**config.mk**
```make
export PLATFORM = sky130hd
export DESIGN_NAME = core_clkgen
export DESIGN_NICKNAME = d
export VERILOG_FILES = /design/src/rtl/core_clk_pkg.sv /design/src/rtl/core_clkgen_ch.sv /design/src/rtl/core_clkgen.sv
export SDC_FILE = /design/constraint.sdc
export NUM_CORES = 1
export LEC_CHECK = 0
export CORE_ASPECT_RATIO = 1.2
export CORE_MARGIN = 5
export CORE_UTILIZATION = 30
export CTS_CLUSTER_DIAMETER = 60
export DETAILED_ROUTE_END_ITERATION = 12
export PLACE_DENSITY = 0.48
export SETUP_SLACK_MARGIN = 0.02
export SYNTH_ARGS = -nofsm -noshare
export SYNTH_HDL_FRONTEND = slang
export SYNTH_SLANG_ARGS = --single-unit
```
**constraint.sdc**
```tcl
create_clock -name clk -period 1.49 [get_ports clk]
set_clock_uncertainty 0.15 [all_clocks]
set_input_delay 0.447 -clock clk [delete_from_list [all_inputs] [get_ports clk]]
set_output_delay 0.447 -clock clk [all_outputs]
set_load 0.02 [all_outputs]
```
**src/rtl/core_clk_pkg.sv**
```systemverilog
// core_clk_pkg
// Shared constants and helpers for the core clock generator.
//   CNT_W_DEF  : default width of each channel's counter and divisor field
//   SRAM_DIV   : reset divisor for the SRAM channel (half-period 1 -> clk/2)
//   PIPE_DIV   : reset divisor for the pipeline channel (half-period 10 -> clk/20)
//   ch_idx_w() : width of a channel index, never less than one bit
package core_clk_pkg;

    localparam int CNT_W_DEF = 8;
    localparam int SRAM_DIV  = 0;
    localparam int PIPE_DIV  = 9;

    // A single-channel build still needs a one-bit index port.
    function automatic int ch_idx_w(input int num_ch);
        return (num_ch > 1) ? $clog2(num_ch) : 1;
    endfunction

endpackage

```
**src/rtl/core_clkgen_ch.sv**
```systemverilog
// core_clkgen_ch
// One divided-clock channel: counter, active/pending divisor, output and tick.
// Ports:
//   clk      in   core clock, rising edge
//   rst      in   synchronous active-high reset
//   en       in   run enable; low holds the channel idle and low
//   sync     in   phase-align pulse; restarts the channel from zero
//   we       in   divisor write strobe for this channel
//   wdiv     in   divisor to queue; half-period is wdiv+1 cycles
//   pending  out  a queued divisor has not been applied yet
//   clk_out  out  registered 50% duty divided clock
//   tick     out  high in the first cycle clk_out is high
module core_clkgen_ch
    import core_clk_pkg::*;
#(
    parameter int               CNT_W   = CNT_W_DEF,
    parameter logic [CNT_W-1:0] DEF_DIV = '0
) (
    input  logic             clk,
    input  logic             rst,
    input  logic             en,
    input  logic             sync,
    input  logic             we,
    input  logic [CNT_W-1:0] wdiv,
    output logic             pending,
    output logic             clk_out,
    output logic             tick
);

    logic [CNT_W-1:0] cnt;
    logic [CNT_W-1:0] cur_div;
    logic [CNT_W-1:0] pend_div;
    logic             pend;
    logic             out_q;
    logic             tick_q;
    logic             at_end;

    assign at_end = (cnt == cur_div);

    // Counter, output toggle and divisor hand-over. A queued divisor only
    // replaces the active one on the falling toggle (or while idle), so a
    // high phase always runs its full length. The write is evaluated last:
    // when it collides with an apply, the older queued value is the one
    // applied and the new value stays queued for the next boundary.
    always_ff @(posedge clk) begin
        if (rst) begin
            cnt      <= '0;
            out_q    <= 1'b0;
            tick_q   <= 1'b0;
            cur_div  <= DEF_DIV;
            pend_div <= DEF_DIV;
            pend     <= 1'b0;
        end else begin
            if (sync || !en) begin
                cnt    <= '0;
                out_q  <= 1'b0;
                tick_q <= 1'b0;
                if (pend) begin
                    cur_div <= pend_div;
                    pend    <= 1'b0;
                end
            end else if (at_end) begin
                cnt    <= '0;
                out_q  <= ~out_q;
                tick_q <= ~out_q;
                if (out_q && pend) begin
                    cur_div <= pend_div;
                    pend    <= 1'b0;
                end
            end else begin
                cnt    <= cnt + 1'b1;
                tick_q <= 1'b0;
            end
            if (we) begin
                pend_div <= wdiv;
                pend     <= 1'b1;
            end
        end
    end

    assign pending = pend;
    assign clk_out = out_q;
    assign tick    = tick_q;

endmodule

```
**src/rtl/core_clkgen.sv**
```systemverilog
// core_clkgen
// Multi-channel clock-enable and divided-clock generator for the core.
// Ports:
//   clk          in   core input clock
//   rst          in   synchronous active-high reset
//   ch_en        in   per-channel run enable
//   sync         in   single-cycle phase-align pulse for all channels
//   cfg_we       in   divisor write strobe
//   cfg_ch       in   channel index for the write; out-of-range is ignored
//   cfg_div      in   new divisor, half-period = cfg_div+1 cycles
//   cfg_pending  out  per-channel written-but-not-applied flag
//   clk_out      out  per-channel divided clock, 50% duty
//   tick         out  per-channel one-cycle pulse on the clk_out rise
module core_clkgen
    import core_clk_pkg::*;
#(
    parameter int                      NUM_CH  = 2,
    parameter int                      CNT_W   = CNT_W_DEF,
    parameter logic [NUM_CH*CNT_W-1:0] DEF_DIV = {CNT_W'(PIPE_DIV), CNT_W'(SRAM_DIV)},
    localparam int                     CH_W    = ch_idx_w(NUM_CH)
) (
    input  logic              clk,
    input  logic              rst,
    input  logic [NUM_CH-1:0] ch_en,
    input  logic              sync,
    input  logic              cfg_we,
    input  logic [CH_W-1:0]   cfg_ch,
    input  logic [CNT_W-1:0]  cfg_div,
    output logic [NUM_CH-1:0] cfg_pending,
    output logic [NUM_CH-1:0] clk_out,
    output logic [NUM_CH-1:0] tick
);

    // Each channel only sees a write strobe when the index matches it
    // exactly, so an index past the last channel reaches nobody.
    for (genvar i = 0; i < NUM_CH; i++) begin : g_ch
        logic we_ch;

        assign we_ch = cfg_we && (cfg_ch == CH_W'(i));

        core_clkgen_ch #(
            .CNT_W   (CNT_W),
            .DEF_DIV (DEF_DIV[i*CNT_W +: CNT_W])
        ) u_ch (
            .clk     (clk),
            .rst     (rst),
            .en      (ch_en[i]),
            .sync    (sync),
            .we      (we_ch),
            .wdiv    (cfg_div),
            .pending (cfg_pending[i]),
            .clk_out (clk_out[i]),
            .tick    (tick[i])
        );
    end

endmodule
```
==> metrics.csv <==
metric;value;unit
io_buffers;20;
hold_depth;2;
leakage;1.520;nW
initial_core_util;30.93;%
cts_buffers;5;
drc_errors;0;
p_per_area;746.5;mW/mm^2
holdBufCountCts;0;
cp-start-kind;flip-flop;
top_layer;met4;
die_h;116;microns
synthDistinctLibCells;38;
ys_seq_area_share;38.49;%
crit_fanout;5;
irDropWorstVdd;0.4584;mV
synth_top_flop_cell;dfxtp_1;
final_period_minus_worst_setup_slack;1.633;ns
synth.top_cells.by_area;dfxtp_1, xnor2_1, nand2_1;
pin_count;21;
setup-violations-final;32;
synth_seq_cells;54;
core;0.009081;sq mm
ys_warn_count;0;
clk_latency;0.31;ns
ant_nets;0;
synthTopCellsByCount;dfxtp_1, nand2_1, nand3_1;
fin_util;47.96;%
holdCritPathClass;reg2reg;
fmax;0.6125;GHz
status;finished, violations left;
regToRegSetupSlack;-0.14;ns
timing.rr.end;g_ch[0].u_ch.cur_div[1];
fp.dieW;98.33;microns
crit_slowest_cell;dfxtp_2;
critical_path_required;1.51;ns
syn_avg_cell_area;8.643;sq um
antenna_found_initial;0;
cts.clk_slew.worst_paths;0.11;ns
cts_buffer_depth;2;
synth_edf_count;0;
slew_headroom;79.58;%
wl_per_cell;15.53;microns
dp_cells;493;
grt_pass1_wl;13010;microns
nets;416;
grt_pass1_vias;2676;
slowest_delay;0.36;ns
drive_above_1_share;47.50;%
cts_tree;done;
dp_hpwl;5390;microns
wl_met3;154;microns
yosysTopAreaCell;dfxtp_1;
grt_max_degree;26;
critPathKind;reg2reg;
grt_overflow_total;0;
cts.htree.levels;2;
clock_sinks;54;
synth_top_area_share;38.49;%
crit_chain;xnor2_2, nand4_1, buf_6, o2111ai_2, o211ai_1;
violations;negative setup slack;
wl_met2;4533;microns
rsz0062_at_grt;true;
final.setup.worst_slack;-0.1427;ns
syn_inst;325;
final_hold_viol_count;0;
vias;2713;
grt.total_usage;13.96;%
r2r-start;g_ch[0].u_ch.cur_div[3];
endpoint_kind;flip-flop;
min_to;g_ch[1].u_ch.pend_div[7];
root_buffer;clkbuf_8;
synthesis.nets;342;
vias_per_cell;5.217;
placed_area;0.003492;sq mm
post-route-period-util;109.6;%
gp_congestion;0.7348;
reg2regPathDepth;5;
wl_met1;3242;microns
yosysMostFrequentCell;dfxtp_1;
power;3.251;mW
syn2layout_area_growth;55.06;%
min_from;g_ch[1].u_ch.pend_div[7];
worstMarginPinSlew;0.3025;ns
slew_viol_final;0;
design_area;0.004355;sq mm
synthesis.area;0.002809;sq mm
async_flop_share;0;%
antenna_cells;0;
layoutNonFillerInstCount;520;
drv_cap;0;
critPathArrivalTime;1.65;ns
totalWireLength;8078;microns
fp.dieArea;0.01141;sq mm
std_cell_rows;38;
drtPass1Iterations;4;
drt_iter0_drc;67;
==> registers in the layout, summed over array words and instances (netlist names) <==
signal	cells
g_ch.u_ch.cnt	16
g_ch.u_ch.cur_div	16
g_ch.u_ch.pend_div	16
g_ch.u_ch.clk_out	2
g_ch.u_ch.pending	2
g_ch.u_ch.tick	2
==> logic make-up after synthesis <==
logic type / count (synthesis) / synth area share (%)
AOI/OAI and AO/OA: 67 / 19.29
xor gates and xnor gates: 28 / 8.730
buffers and inverters: 46 / 8.641
DFF: 54 / 38.49
and+or+nand+nor: 128 / 23.96
adders and majority gates: 2 / 0.8907
==> cell usage in the layout (no fill, tap or decap), drive strengths merged, types with 11 or more instances in the layout <==
master,count
o211ai,12
a21oi,16
nand2,35
buf,87
inv,13
o2111ai,14
and3,11
nand3,25
clkdlybuf4s50,11
xnor2,18
nor3,15
nand4,22
dfxtp,54
==> critical path: cells and delay by family, from the launching register on <==
family	cells	cell delay [ns]
compound gates	2	0.33
xor+xnor	1	0.18
buf+inv	1	0.23
flops	1	0.36
simple gates	1	0.24
==> worst max-delay path by stage <==
stage / end / cells past startpoint / start / slack, ns
after floorplan: g_ch[1].u_ch.cur_div[3] / 5 / g_ch[1].u_ch.cur_div[6] / 0.008
after global placement: g_ch[0].u_ch.cur_div[4] / 6 / sync / -0.50
after detailed placement: g_ch[0].u_ch.cur_div[1] / 6 / sync / -0.55
after CTS: g_ch[1].u_ch.pending / 5 / g_ch[1].u_ch.cnt[1] / -0.07
after global routing: g_ch[0].u_ch.cur_div[1] / 5 / g_ch[0].u_ch.cur_div[2] / -0.21
final: g_ch[0].u_ch.cur_div[1] / 5 / g_ch[0].u_ch.cur_div[3] / -0.14
==> metrics by stage <==
stage	hold WS (ns)	TNS [ns]	setup slack, ns
2_1_floorplan	0.2952	0	0.008125
3_3_place_gp	0.3091	-19.03	-0.5014
3_5_place_dp	0.3129	-19.22	-0.5521
4_1_cts	0.3296	-1.177	-0.07288
5_1_grt	0.3485	-4.551	-0.2076
6_report	0.3276	-1.900	-0.1427
==> layer usage <==
metal,track usage [%],vias up
met5,0,-
met4,4.645,0
met3,2.408,10
met2,27.60,28
met1,14.85,1322
li1,-,1353
==> final cells by class <==
| class | count | area, sq um |
|---|---|---|
| fillers | 856 | 4726 |
| multi-input cells | 225 | 1974 |
| flip-flops and latches | 54 | 1124 |
| repair buffers | 101 | 944.7 |
| well taps | 120 | 150.1 |
| clock buffers | 5 | 68.82 |
| clock inverters | 3 | 48.80 |
| inverters | 12 | 45.04 |
==> power by group <==
group	switching (mW)	internal (mW)	total (mW)
clock network	0.534	0.513	1.05
logic	0.351	0.326	0.676
registers	0.0405	1.49	1.53
total	0.925	2.33	3.25
==> repair_timing <==
| item | CTS | global route |
|---|---|---|
| setup buffers | 5 | 10 |
| pin swaps | 42 | 35 |
| gates cloned | 4 | 1 |
| gates resized for setup | 105 | 46 |
| setup endpoints to repair | 43 | 39 |
| endpoints found under the hold margin | 0 | 0 |
Note: power is estimated with default switching activity, not from simulation.
